### config.mk
export PLATFORM = sky130hd
export DESIGN_NAME = lpc_autocorr_flat
export DESIGN_NICKNAME = d
export VERILOG_FILES = /design/src/rtl/lpc_autocorr_pkg.sv /design/src/rtl/lpc_autocorr_if.sv /design/src/rtl/lpc_autocorr_preemph.sv /design/src/rtl/lpc_autocorr.sv /design/src/flat_wrapper.sv
export SDC_FILE = /design/constraint.sdc
export NUM_CORES = 2
export LEC_CHECK = 0
export BUFFER_PORTS_ARGS = -buffer_cell sky130_fd_sc_hd__buf_2
export CAP_MARGIN = 5
export CORE_ASPECT_RATIO = 1.2
export CORE_MARGIN = 5
export CORE_UTILIZATION = 28
export CTS_CLUSTER_SIZE = 40
export DETAILED_ROUTE_END_ITERATION = 6
export PLACE_DENSITY = 0.42
export SLEW_MARGIN = 30
export SYNTH_ARGS = -nofsm -noshare
export SYNTH_HDL_FRONTEND = slang
export SYNTH_SLANG_ARGS = --single-unit
### constraint.sdc
create_clock -name clk -period 9.8 [get_ports clk]
set_input_delay 1.96 -clock clk [delete_from_list [all_inputs] [get_ports clk]]
set_output_delay 1.96 -clock clk [all_outputs]
set_load 0.05 [all_outputs]
### src/rtl/lpc_autocorr_pkg.sv
`default_nettype none
// ============================================================================
//  Module   : lpc_pkg
//  Purpose  : Shared definitions for the lpc_autocorr frame autocorrelation
//             engine: Avalon-MM register addresses, CTRL bit positions,
//             reset values, result slice count and the MAC sequencer states.
//  Ports    : none (package)
//  Revision : 1.0 - initial release
// ============================================================================
package lpc_pkg;

    // Each accumulator is exposed as this many 16-bit slices.
    localparam int SLICES = 3;

    // Register map (word addresses).
    localparam logic [15:0] ADDR_FRAME_LEN   = 16'h0000;
    localparam logic [15:0] ADDR_CTRL        = 16'h0001;
    localparam logic [15:0] ADDR_RESULT_BASE = 16'h0010;

    // CTRL bit positions.
    localparam int CTRL_ENABLE_BIT  = 0;
    localparam int CTRL_READY_BIT   = 1;
    localparam int CTRL_OVERRUN_BIT = 2;

    // Frame length after reset (classic 30 ms @ 8 kHz encoder frame).
    localparam int FRAME_LEN_RESET = 240;

    // MAC sequencer states.
    typedef enum logic [1:0] {
        ST_IDLE   = 2'd0,
        ST_MAC    = 2'd1,
        ST_CHK    = 2'd2,
        ST_COMMIT = 2'd3
    } state_t;

endpackage
`default_nettype wire

### src/rtl/lpc_autocorr_if.sv
`default_nettype none
// ============================================================================
//  Module   : lpc_autocorr_if
//  Purpose  : Groups the sample stream and the Avalon-MM slave bus of the
//             autocorrelation engine.
//  Signals  : x/v        - signed sample and its one-cycle strobe
//             address    - Avalon word address
//             read/write - Avalon strobes
//             writedata  - Avalon write data
//             readdata   - Avalon read data (1-cycle latency, registered)
//  Modports : master (sample source / bus host), slave (engine)
//  Revision : 1.0 - initial release
// ============================================================================
interface lpc_autocorr_if #(
    parameter int DATA_W = 16
);
    logic signed [DATA_W-1:0] x;
    logic                     v;
    logic [15:0]              address;
    logic                     read;
    logic                     write;
    logic [15:0]              writedata;
    logic [15:0]              readdata;

    modport master (
        output x, v, address, read, write, writedata,
        input  readdata
    );

    modport slave (
        input  x, v, address, read, write, writedata,
        output readdata
    );
endinterface
`default_nettype wire

### src/rtl/lpc_autocorr_preemph.sv
`default_nettype none
// ============================================================================
//  Module   : lpc_preemph
//  Purpose  : First-order pre-emphasis y = x - ((31*x_prev) >>> 5),
//             saturated to DATA_W. x_prev is the last accepted raw sample;
//             it is held across frames and cleared by clr.
//  Ports    : clk  - system clock
//             rst  - asynchronous active-low reset
//             clr  - clear the stored previous sample
//             load - current x is being accepted; store it as x_prev
//             x    - raw signed sample
//             y    - filtered, saturated sample (combinational from x)
//  Revision : 1.0 - initial release
// ============================================================================
module lpc_preemph #(
    parameter int DATA_W = 16
) (
    input  logic                     clk,
    input  logic                     rst,
    input  logic                     clr,
    input  logic                     load,
    input  logic signed [DATA_W-1:0] x,
    output logic signed [DATA_W-1:0] y
);
    // Headroom for 31*x_prev and the subtraction.
    localparam int EXT_W = DATA_W + 6;

    logic signed [DATA_W-1:0] prev;
    logic signed [EXT_W-1:0]  prev_ext;
    logic signed [EXT_W-1:0]  x_ext;
    logic signed [EXT_W-1:0]  scaled;
    logic signed [EXT_W-1:0]  diff;

    always_ff @(posedge clk or negedge rst) begin
        if (!rst) begin
            prev <= '0;
        end else if (clr) begin
            prev <= '0;
        end else if (load) begin
            prev <= x;
        end
    end

    always_comb begin
        prev_ext = EXT_W'(prev);
        x_ext    = EXT_W'(x);
        // 31*p computed as 32*p - p, then an arithmetic (floor) shift.
        scaled   = ((prev_ext <<< 5) - prev_ext) >>> 5;
        diff     = x_ext - scaled;
        // In range when all bits above the DATA_W sign bit match it.
        if ((diff[EXT_W-1:DATA_W-1] == '0) || (diff[EXT_W-1:DATA_W-1] == '1)) begin
            y = diff[DATA_W-1:0];
        end else if (diff[EXT_W-1]) begin
            y = {1'b1, {(DATA_W-1){1'b0}}};
        end else begin
            y = {1'b0, {(DATA_W-1){1'b1}}};
        end
    end

endmodule
`default_nettype wire

### src/rtl/lpc_autocorr.sv
`default_nettype none
// ============================================================================
//  Module   : lpc_autocorr
//  Purpose  : Frame autocorrelation engine for the LPC encoder front end.
//             Accumulates R[k] = sum x[n]*x[n-k], k = 0..ORDER, over a
//             programmable frame with a single shared multiplier, and
//             exposes the committed result bank on an Avalon-MM slave.
//  Ports    : clk        - system clock
//             rst        - asynchronous active-low reset
//             bus        - lpc_autocorr_if.slave (x, v, Avalon-MM slave)
//             frame_done - one-cycle pulse when a result bank is committed
//             busy       - high while the MAC sequence runs
//  Config   : LPC_AUTOCORR_PREEMPH_EN - inserts lpc_preemph in front of the
//             delay line; undefined means samples are used unfiltered.
//  Revision : 1.0 - initial release
// ============================================================================
module lpc_autocorr
    import lpc_pkg::*;
#(
    parameter int DATA_W    = 16,
    parameter int ORDER     = 10,
    parameter int MAX_FRAME = 1024,
    parameter int ACC_W     = 42
) (
    input  logic          clk,
    input  logic          rst,
    lpc_autocorr_if.slave bus,
    output logic          frame_done,
    output logic          busy
);
    localparam int PROD_W = 2 * DATA_W;
    localparam int LEN_W  = $clog2(MAX_FRAME + 1);
    localparam int J_W    = $clog2(ORDER + 1);
    localparam int RES_W  = SLICES * 16;

    localparam logic [J_W-1:0]   LAST_TAP     = J_W'(ORDER);
    localparam logic [16:0]      MAX_FRAME_17 = 17'(MAX_FRAME);
    localparam logic [LEN_W-1:0] LEN_RESET    = LEN_W'(FRAME_LEN_RESET);

    // ------------------------------------------------------------------
    // State
    // ------------------------------------------------------------------
    state_t                   state;
    state_t                   state_nxt;
    logic [J_W-1:0]           mac_j;
    logic signed [DATA_W-1:0] delay  [0:ORDER];
    logic signed [ACC_W-1:0]  acc    [0:ORDER];
    logic signed [ACC_W-1:0]  result [0:ORDER];
    logic [LEN_W-1:0]         frame_cnt;
    logic [LEN_W-1:0]         len_shadow;
    logic [LEN_W-1:0]         frame_len;
    logic                     enable;
    logic                     ready;
    logic                     overrun;
    logic [15:0]              readdata_q;

    // ------------------------------------------------------------------
    // Combinational control
    // ------------------------------------------------------------------
    logic                     accept;
    logic                     drop;
    logic                     commit;
    logic                     clear_frame;
    logic                     last_tap;
    logic                     frame_last;
    logic                     len_wr;
    logic                     ctrl_wr;
    logic                     ctrl_rd;
    logic                     enable_rise;
    logic                     len_valid;
    logic signed [DATA_W-1:0] sample_y;
    logic signed [PROD_W-1:0] product;
    logic signed [ACC_W-1:0]  product_ext;

    assign accept      = (state == ST_IDLE) && bus.v && enable;
    assign drop        = bus.v && (state != ST_IDLE);
    assign commit      = (state == ST_COMMIT);
    // A disabled engine sitting in IDLE abandons any partial frame.
    assign clear_frame = commit || ((state == ST_IDLE) && !enable);
    assign last_tap    = (mac_j == LAST_TAP);
    assign frame_last  = ((frame_cnt + LEN_W'(1)) == len_shadow);

    assign len_wr      = bus.write && (bus.address == ADDR_FRAME_LEN);
    assign ctrl_wr     = bus.write && (bus.address == ADDR_CTRL);
    assign ctrl_rd     = bus.read  && (bus.address == ADDR_CTRL);
    assign enable_rise = ctrl_wr && bus.writedata[CTRL_ENABLE_BIT] && !enable;
    assign len_valid   = (bus.writedata != 16'd0) && ({1'b0, bus.writedata} <= MAX_FRAME_17);

`ifdef LPC_AUTOCORR_PREEMPH_EN
    lpc_preemph #(
        .DATA_W (DATA_W)
    ) u_preemph (
        .clk  (clk),
        .rst  (rst),
        .clr  (!enable),
        .load (accept),
        .x    (bus.x),
        .y    (sample_y)
    );
`else
    assign sample_y = bus.x;
`endif

    // Shared multiplier: newest sample times tap j of the delay line.
    assign product     = PROD_W'(delay[0]) * PROD_W'(delay[mac_j]);
    assign product_ext = ACC_W'(product);

    // ------------------------------------------------------------------
    // MAC sequencer
    // ------------------------------------------------------------------
    always_ff @(posedge clk or negedge rst) begin
        if (!rst) begin
            state <= ST_IDLE;
        end else begin
            state <= state_nxt;
        end
    end

    always_comb begin
        state_nxt  = state;
        busy       = 1'b0;
        frame_done = 1'b0;
        case (state)
            ST_IDLE: begin
                if (accept) begin
                    state_nxt = ST_MAC;
                end
            end
            ST_MAC: begin
                busy = 1'b1;
                if (last_tap) begin
                    state_nxt = ST_CHK;
                end
            end
            ST_CHK: begin
                state_nxt = frame_last ? ST_COMMIT : ST_IDLE;
            end
            ST_COMMIT: begin
                frame_done = 1'b1;
                state_nxt  = ST_IDLE;
            end
            default: begin
                state_nxt = ST_IDLE;
            end
        endcase
    end

    // ------------------------------------------------------------------
    // Delay line, accumulators and frame counter
    // ------------------------------------------------------------------
    always_ff @(posedge clk or negedge rst) begin
        if (!rst) begin
            for (int k = 0; k <= ORDER; k++) begin
                delay[k] <= '0;
                acc[k]   <= '0;
            end
            frame_cnt <= '0;
            mac_j     <= '0;
        end else begin
            if (clear_frame) begin
                // Zeroed delay line keeps lag terms from crossing frames.
                for (int k = 0; k <= ORDER; k++) begin
                    delay[k] <= '0;
                    acc[k]   <= '0;
                end
                frame_cnt <= '0;
            end else if (accept) begin
                delay[0] <= sample_y;
                for (int k = 1; k <= ORDER; k++) begin
                    delay[k] <= delay[k-1];
                end
            end

            if (state == ST_MAC) begin
                acc[mac_j] <= acc[mac_j] + product_ext;
                mac_j      <= last_tap ? '0 : mac_j + 1'b1;
            end else begin
                mac_j <= '0;
            end

            if ((state == ST_CHK) && !frame_last) begin
                frame_cnt <= frame_cnt + 1'b1;
            end
        end
    end

    // Result bank survives aborts; only a commit replaces it.
    always_ff @(posedge clk or negedge rst) begin
        if (!rst) begin
            for (int k = 0; k <= ORDER; k++) begin
                result[k] <= '0;
            end
        end else if (commit) begin
            for (int k = 0; k <= ORDER; k++) begin
                result[k] <= acc[k];
            end
        end
    end

    // ------------------------------------------------------------------
    // Control / status registers
    // ------------------------------------------------------------------
    always_ff @(posedge clk or negedge rst) begin
        if (!rst) begin
            frame_len  <= LEN_RESET;
            len_shadow <= LEN_RESET;
            enable     <= 1'b0;
            ready      <= 1'b0;
            overrun    <= 1'b0;
        end else begin
            if (len_wr && len_valid) begin
                frame_len <= bus.writedata[LEN_W-1:0];
            end
            if (ctrl_wr) begin
                enable <= bus.writedata[CTRL_ENABLE_BIT];
            end
            // A new length only applies from the next frame start.
            if (commit || enable_rise) begin
                len_shadow <= frame_len;
            end
            // Setting wins over the read-to-clear.
            if (commit) begin
                ready <= 1'b1;
            end else if (ctrl_rd) begin
                ready <= 1'b0;
            end
            if (drop) begin
                overrun <= 1'b1;
            end else if (ctrl_wr && bus.writedata[CTRL_OVERRUN_BIT]) begin
                overrun <= 1'b0;
            end
        end
    end

    // ------------------------------------------------------------------
    // Read path
    // ------------------------------------------------------------------
    logic [15:0]              res_off;
    logic [13:0]              res_k;
    logic [1:0]               res_s;
    logic                     res_hit;
    logic signed [ACC_W-1:0]  res_sel;
    logic signed [RES_W-1:0]  res_wide;
    logic [15:0]              rd_value;

    always_comb begin
        res_off = bus.address - ADDR_RESULT_BASE;
        res_k   = res_off[15:2];
        res_s   = res_off[1:0];
        res_hit = (bus.address >= ADDR_RESULT_BASE) &&
                  (res_k <= 14'(ORDER)) && (res_s < 2'(SLICES));
        res_sel = '0;
        for (int k = 0; k <= ORDER; k++) begin
            if (res_k == 14'(k)) begin
                res_sel = result[k];
            end
        end
        res_wide = RES_W'(res_sel);
        rd_value = '0;
        if (bus.address == ADDR_FRAME_LEN) begin
            rd_value = 16'(frame_len);
        end else if (bus.address == ADDR_CTRL) begin
            rd_value = {13'd0, overrun, ready, enable};
        end else if (res_hit) begin
            rd_value = res_wide[{res_s, 4'b0000} +: 16];
        end
    end

    // The result bank updates on the same edge as a commit, so a read
    // colliding with COMMIT naturally returns the pre-commit word.
    always_ff @(posedge clk or negedge rst) begin
        if (!rst) begin
            readdata_q <= '0;
        end else if (bus.read) begin
            readdata_q <= rd_value;
        end
    end

    assign bus.readdata = readdata_q;

endmodule
`default_nettype wire

### src/flat_wrapper.sv
// flat-port wrapper written by rule: the top's interface ports become plain ports
module lpc_autocorr_flat import lpc_pkg::*;
#(
    parameter int DATA_W    = 16,
    parameter int ORDER     = 10,
    parameter int MAX_FRAME = 1024,
    parameter int ACC_W     = 42
)
  (clk, rst, frame_done, busy, bus_x, bus_v, bus_address, bus_read, bus_write, bus_writedata, bus_readdata);
  lpc_autocorr_if #(.DATA_W(DATA_W)) bus_i ();
  input  logic clk;
  input  logic rst;
  output logic frame_done;
  output logic busy;
  input wire logic [$bits(bus_i.x)-1:0] bus_x;
  input wire logic [$bits(bus_i.v)-1:0] bus_v;
  input wire logic [$bits(bus_i.address)-1:0] bus_address;
  input wire logic [$bits(bus_i.read)-1:0] bus_read;
  input wire logic [$bits(bus_i.write)-1:0] bus_write;
  input wire logic [$bits(bus_i.writedata)-1:0] bus_writedata;
  output wire logic [$bits(bus_i.readdata)-1:0] bus_readdata;
  assign bus_i.x = bus_x;
  assign bus_i.v = bus_v;
  assign bus_i.address = bus_address;
  assign bus_i.read = bus_read;
  assign bus_i.write = bus_write;
  assign bus_i.writedata = bus_writedata;
  assign bus_readdata = bus_i.readdata;
  lpc_autocorr #(.DATA_W(DATA_W), .ORDER(ORDER), .MAX_FRAME(MAX_FRAME), .ACC_W(ACC_W)) u_core (.clk(clk), .rst(rst), .bus(bus_i), .frame_done(frame_done), .busy(busy));
endmodule
Word-level counts from Yosys, hierarchy flattened
Index checks and enable logic that the tools add are counted.
W data, S select, Z words.

operators by class
  multiply operators = 1
  shift-type cells = 1
  $lt $le $gt $ge = 6
  bitwise gates (word level) = 1
  div/mod/pow operators = 0
  reduce and logical (&&, ||, !) cells = 30
  equal/unequal tests = 18
  add/sub/neg operators = 4
  mux-type cells = 41

operator list
  cell                     count
  $mux W462                2
  $mux W42                 14
  $bwmux W462              1
  $mux W176                2
  $bmux W42 S4             1
  $demux W42 S4            1
  $mux W16                 5
  $bmux W16 S4             1
  $eq A14 B3 Y1 const B    4
  $shiftx A48 B7 Y16       1
  $add A42 B32 Y42         1
  $eq A14 B4 Y1 const B    3
  $mul A16 B16 Y32         1
  $eq A14 B2 Y1 const B    2
  $mux W11                 2
  $eq A16 B1 Y1 const B    1
  $ge A16 B5 Y1 const B    1
  $le A16 B11 Y1 const B   1
  $logic_and A1 B1 Y1      16
  $logic_not A16 Y1        1
  $reduce_bool A16 Y1      1
  $sub A16 B5 Y16 const B  1
  $eq A14 B1 Y1 const B    1
  $le A14 B4 Y1 const B    1
  other kinds (21)         37

storage, ports and cells
  latch bits = 0
  bits in writable memories = 0
  output and inout port bits = 18
  bits in registers = 1158
  memories = 0
  memory bits (read-only) = 0
  input port bits = 53

Depth between registers and ports, before layout
  depth after elaboration = 17
  gate-level depth with buffers = 34
  depth with buffers taken out = 28

Worst setup path after synthesis
OpenSTA, ideal clock, no wires.

  path type = register to register
  start point = reg u_core.mac_j[0]
  end point = reg u_core.acc[125] (netlist name)
  buffers on the path = 6
  stages on the path, launching flop included = 29
  slack = 1601 ps
  data arrival time = 8066 ps
  cells stage by stage = dfrtp_1 buf_2 buf_4 buf_4 buf_2 mux2i_1 o211ai_1 o21ai_0 o21ai_0 clkbuf_1 nand2_1 fa_1 fa_1 fa_1 fa_1 inv_1 fa_1 inv_1 fa_1 inv_1 ha_1 and3_1 nand2_1 o41a_1 o22ai_1 a311oi_1 a2111oi_1 clkbuf_1 o21ai_0

between the ends
  cells in the longest elaborated chain, start to end = 8
  elaborated cells between the ends (all ways) = 16
  classes of those cells = 1 x add/sub; 1 x mul; 2 x order compare; 10 x mux; 1 x bitwise; 1 x reduce/logical

RTL lines
  item                                         RTL line                                  text
  start: declaration                           lpc_autocorr.sv:45                        logic [J_W-1:0] mac_j;
  start signal: assignment                     lpc_autocorr.sv:176                       mac_j <= last_tap ? '0 : mac_j + 1'b1;
  $not A4 Y5 (not written as such) (*)         lpc_autocorr.sv:105, lpc_autocorr.sv:175
  $bmux W16 S4                                 lpc_autocorr.sv:105                       assign product = PROD_W'(delay[0]) * PROD_W'(delay[mac_j]);
  $mux W16 (not written as such) (2 in a row)  lpc_autocorr.sv:105
  $mul A16 B16 Y32                             lpc_autocorr.sv:105
  $add A42 B32 Y42                             lpc_autocorr.sv:175                       acc[mac_j] <= acc[mac_j] + product_ext;
  $bwmux W462 (*)                              lpc_autocorr.sv:175
  $mux W462 (*)                                lpc_autocorr.sv:174                       if (state == ST_MAC) begin
  end signal: indexed assignment               lpc_autocorr.sv:175
  end: declaration                             lpc_autocorr.sv:47                        logic signed [ACC_W-1:0] acc [0:ORDER];

Every way passes the cells marked *; elsewhere a longest branch is shown, timed or not. The select of a mux whose other input is x is not followed.
A chain may end at the register's enable or synchronous reset.

Final worst setup path
  start point = reg u_core.mac_j[0]
  end point = reg u_core.acc[81] (netlist name)

The elaborated chain is that of the path after synthesis.

==> metrics.txt <==
status finished, violations left; failing checks design-rule violations; largest net degree at the start of global routing 181; # setup viols final 0; Via-to-Cell Ratio 5.08; # hold bufs at CTS 0; HPWL after DPL 161 mm; Cells after DPL 9878; final cell count without fillers 10100; synth warn 0; Buffers on Ports 70; Worst Path Arrival 9.93 ns; core box area 233000 sq um; post-synth top area share 0.440; Residual DRC 1; sequential share of the synthesized area 0.443; setup bufs post-CTS 0; first-pass detailed-route iteration total 7; Initial Util 0.281; period utilization 0.951; CTS tree built; met2 Track Usage GR 0.343; initial DRC count 4225; Cell Rows 194; RSZ-0062 raised after global routing false; vias in the first global route 52800; Setup crit start u_core.mac_j[0]$_DFF_PN0_; Max FO, Critical Path 29; slew of the pin with the lowest slew margin 1.11 ns; Setup CP Type reg -> reg; multiplexer area fraction after synthesis 0.0675; DRT Wirelength 248 mm; grt met1 use 0.270; Main synth FF type dfrtp_1; setup TNS 0 ns; FFs w/ async S/R, synth 1.00; pwr dens 138 nW/um^2; io pins 71; synth unique cells 81; initial antenna violation count 6; H-tree levels 4; die width 451 um; total gr overflow 0; root buf cell clkbuf_16; Max transition margin 0.244; FF+latch count, synth 1158; largest family of logic cells by synthesized area simple AND/OR/NAND/NOR gates; Critical Path Sink Type flop; Hold Crit Class reg -> reg; post-route ant nets 0; Fillers 24300; CTS resizes 0; Synth Instances 7091; CP Data Required Time 10.41 ns; Achievable Freq 107 MHz; M3 GR Usage 0.0226; clock latency on the worst-skew pair 0.81 ns; DIE AREA 243000 sq um; layout cell share with drive strength beyond 1 0.104; Synth-to-Final Area Change 13.4%; Die H 539 um; hold_sp u_core.result[90]$_DFFE_PN0P_; GP Congestion 0.822; Clock Sinks 1158; post-synthesis adder-cell area fraction 0.126; skew final 0.0428 ns; global-route wire length before repair 370 mm; Final Hold Vio Count 0; crit path time final 9.32 ns; DP Area 69600 sq um; Net Count, Synth 7602; CTS buffer count 143; GRT busiest layer met2; clock tree buffer depth 4; Mapped Area 65400 sq um; Leakage 34.7 nW; Via Count 51400; post-synthesis simple-gate area fraction 0.186; Final Cell Area 74100 sq um; Post-synth EDFFs 0; Synth Area in Compound Gates 0.112; CP startpoint kind flop; Max-Cap Viols 0; Slew Viols, Final 0; syn avg cell area 9.22 sq um; xor/xnor share of the synthesized area 0.00798; Reg-to-Reg Start u_core.mac_j[0]$_DFF_PN0_; worst ir drop on vdd 0.109 mV; clock slew at reported path FFs 0.07 ns; wire per inst 24.5 um; largest cells by area after synthesis dfrtp_1 (44%), nand2_1 (13%), fa_1 (10%); final net count 7500; Yosys top cell by area dfrtp_1; GRT Util Overall 0.201
synth_stat cells, drive strengths merged (11+ instances only):
library cell	number
nand4	12
nor2	108
a222oi	15
inv	415
nor3	26
mux4	130
mux2	51
o22ai	30
nand2	2212
dfrtp	1150
nand3	352
fa	338
xnor2	31
xor2	26
a31oi	24
nand2b	20
nor2b	14
o21ai	598
o211ai	65
a21o	22
and2	151
mux2i	91
clkbuf	431
a221oi	40
a21oi	298
buf	100
and3	11
a22o	22
a22oi	41
ha	120
o21a	12
a211oi	20
power by group:
group	switching (mW)	internal (mW)
clock network	2.16	3.02
registers	0.00240	4.78
logic	0.206	0.0435
per-layer routing:
metal | wire length [um] | part of all wire
met5 | 13 | 0.000052
met4 | 7880 | 0.032
met3 | 10200 | 0.041
met2 | 122000 | 0.49
met1 | 109000 | 0.44
cells in the final DEF, fill, tap and decap left out, types with 36 or more instances in the layout:
cell type	instances
nand3_1	349
clkbuf_16	145
buf_2	67
o21ai_0	576
and2_1	150
mux2_2	51
fa_1	338
buf_4	189
a21oi_1	295
o211ai_1	65
nand2_1	2201
a221oi_1	39
nor2_1	101
inv_1	415
ha_1	120
a22oi_1	41
clkbuf_1	36
mux4_2	130
dfrtp_1	1146
mux2i_1	91
state kept, by name, indices dropped and copies added, names as in the netlist:
name	count
u_core.overrun	1
u_core.frame_cnt	11
u_core.acc	462
u_core.len_shadow	11
u_core.result	462
u_core.bus.readdata	16
u_core.delay	176
u_core.state	2
u_core.enable	1
u_core.frame_len	11
u_core.ready	1
u_core.mac_j	4
critical path, stage by stage (launching register included):
cell and delay, ns:
dfrtp_4 0.67, nor2b_4 0.68, buf_4 0.68, buf_4 0.42, nand2_1 0.10, o211ai_1 0.09
o21ai_0 0.10, o21ai_0 0.75, ha_1 0.38, fa_1 0.42, fa_1 0.54, fa_1 0.55
inv_1 0.05, fa_1 0.48, inv_1 0.04, ha_1 0.33, a211o_1 0.29, a21oi_1 0.15
o21ai_0 0.20, a211oi_2 0.60, o41a_1 0.32, nand3b_1 0.16, a21oi_1 0.12, xnor2_1 0.56
buf_4 0.29, o21ai_0 0.13
final timing paths:
path | depth (start not counted) | end | slack [ns]
max | 25 | u_core.acc[81]$_DFF_PN0_ | 0.48
max reg2reg | 25 | u_core.acc[81]$_DFF_PN0_ | 0.48
min reg2reg | 2 | u_core.result[90]$_DFFE_PN0P_ | 0.47
max in group asynchronous | 3 | u_core.delay[160]$_DFFE_PN0P_ | 6.47
min in group asynchronous | 1 | u_core.acc[321]$_DFF_PN0_ | 1.15
min | 2 | u_core.result[90]$_DFFE_PN0P_ | 0.47
through the flow:
stage / setup slack, ns / utilization / hold WS (ns) / power (mW)
global placement: 0.545 / 0.299 / 0.453 / 5.13
global route: 0.0498 / 0.319 / 0.484 / 10.6
floorplan: 1.60 / - / 0.438 / 4.93
detailed placement: 0.530 / 0.299 / 0.457 / 5.13
finish: 0.478 / 0.319 / 0.469 / 10.2
CTS: 0.479 / 0.318 / 0.467 / 10.4
kinds of logic (layout without fill, tap and decap cells):
family,Yosys count,count (layout)
AND/OR/NAND/NOR,2941,2941
adder cells (fa/ha/maj),458,458
buffers and inverters,948,939
AO/OA/AOI/OAI,1256,1256
flip-flops,1158,1158
XOR/XNOR,58,58
other,0,4
multiplexers,272,272
area by class of cell:
cell class | instances | area, sq um | area share
clock buffer | 201 | 4040 | 0.0545
clock inverter | 37 | 365 | 0.00493
inverter | 417 | 1570 | 0.0212
tap | 3038 | 3800 | 0.0513
multi-input combinational | 4985 | 33000 | 0.446
sequential | 1158 | 29000 | 0.391
timing repair buffer | 284 | 2300 | 0.0310
antenna | 4 | 10.0 | 0.000135
(Power assumes the default switching activity.)
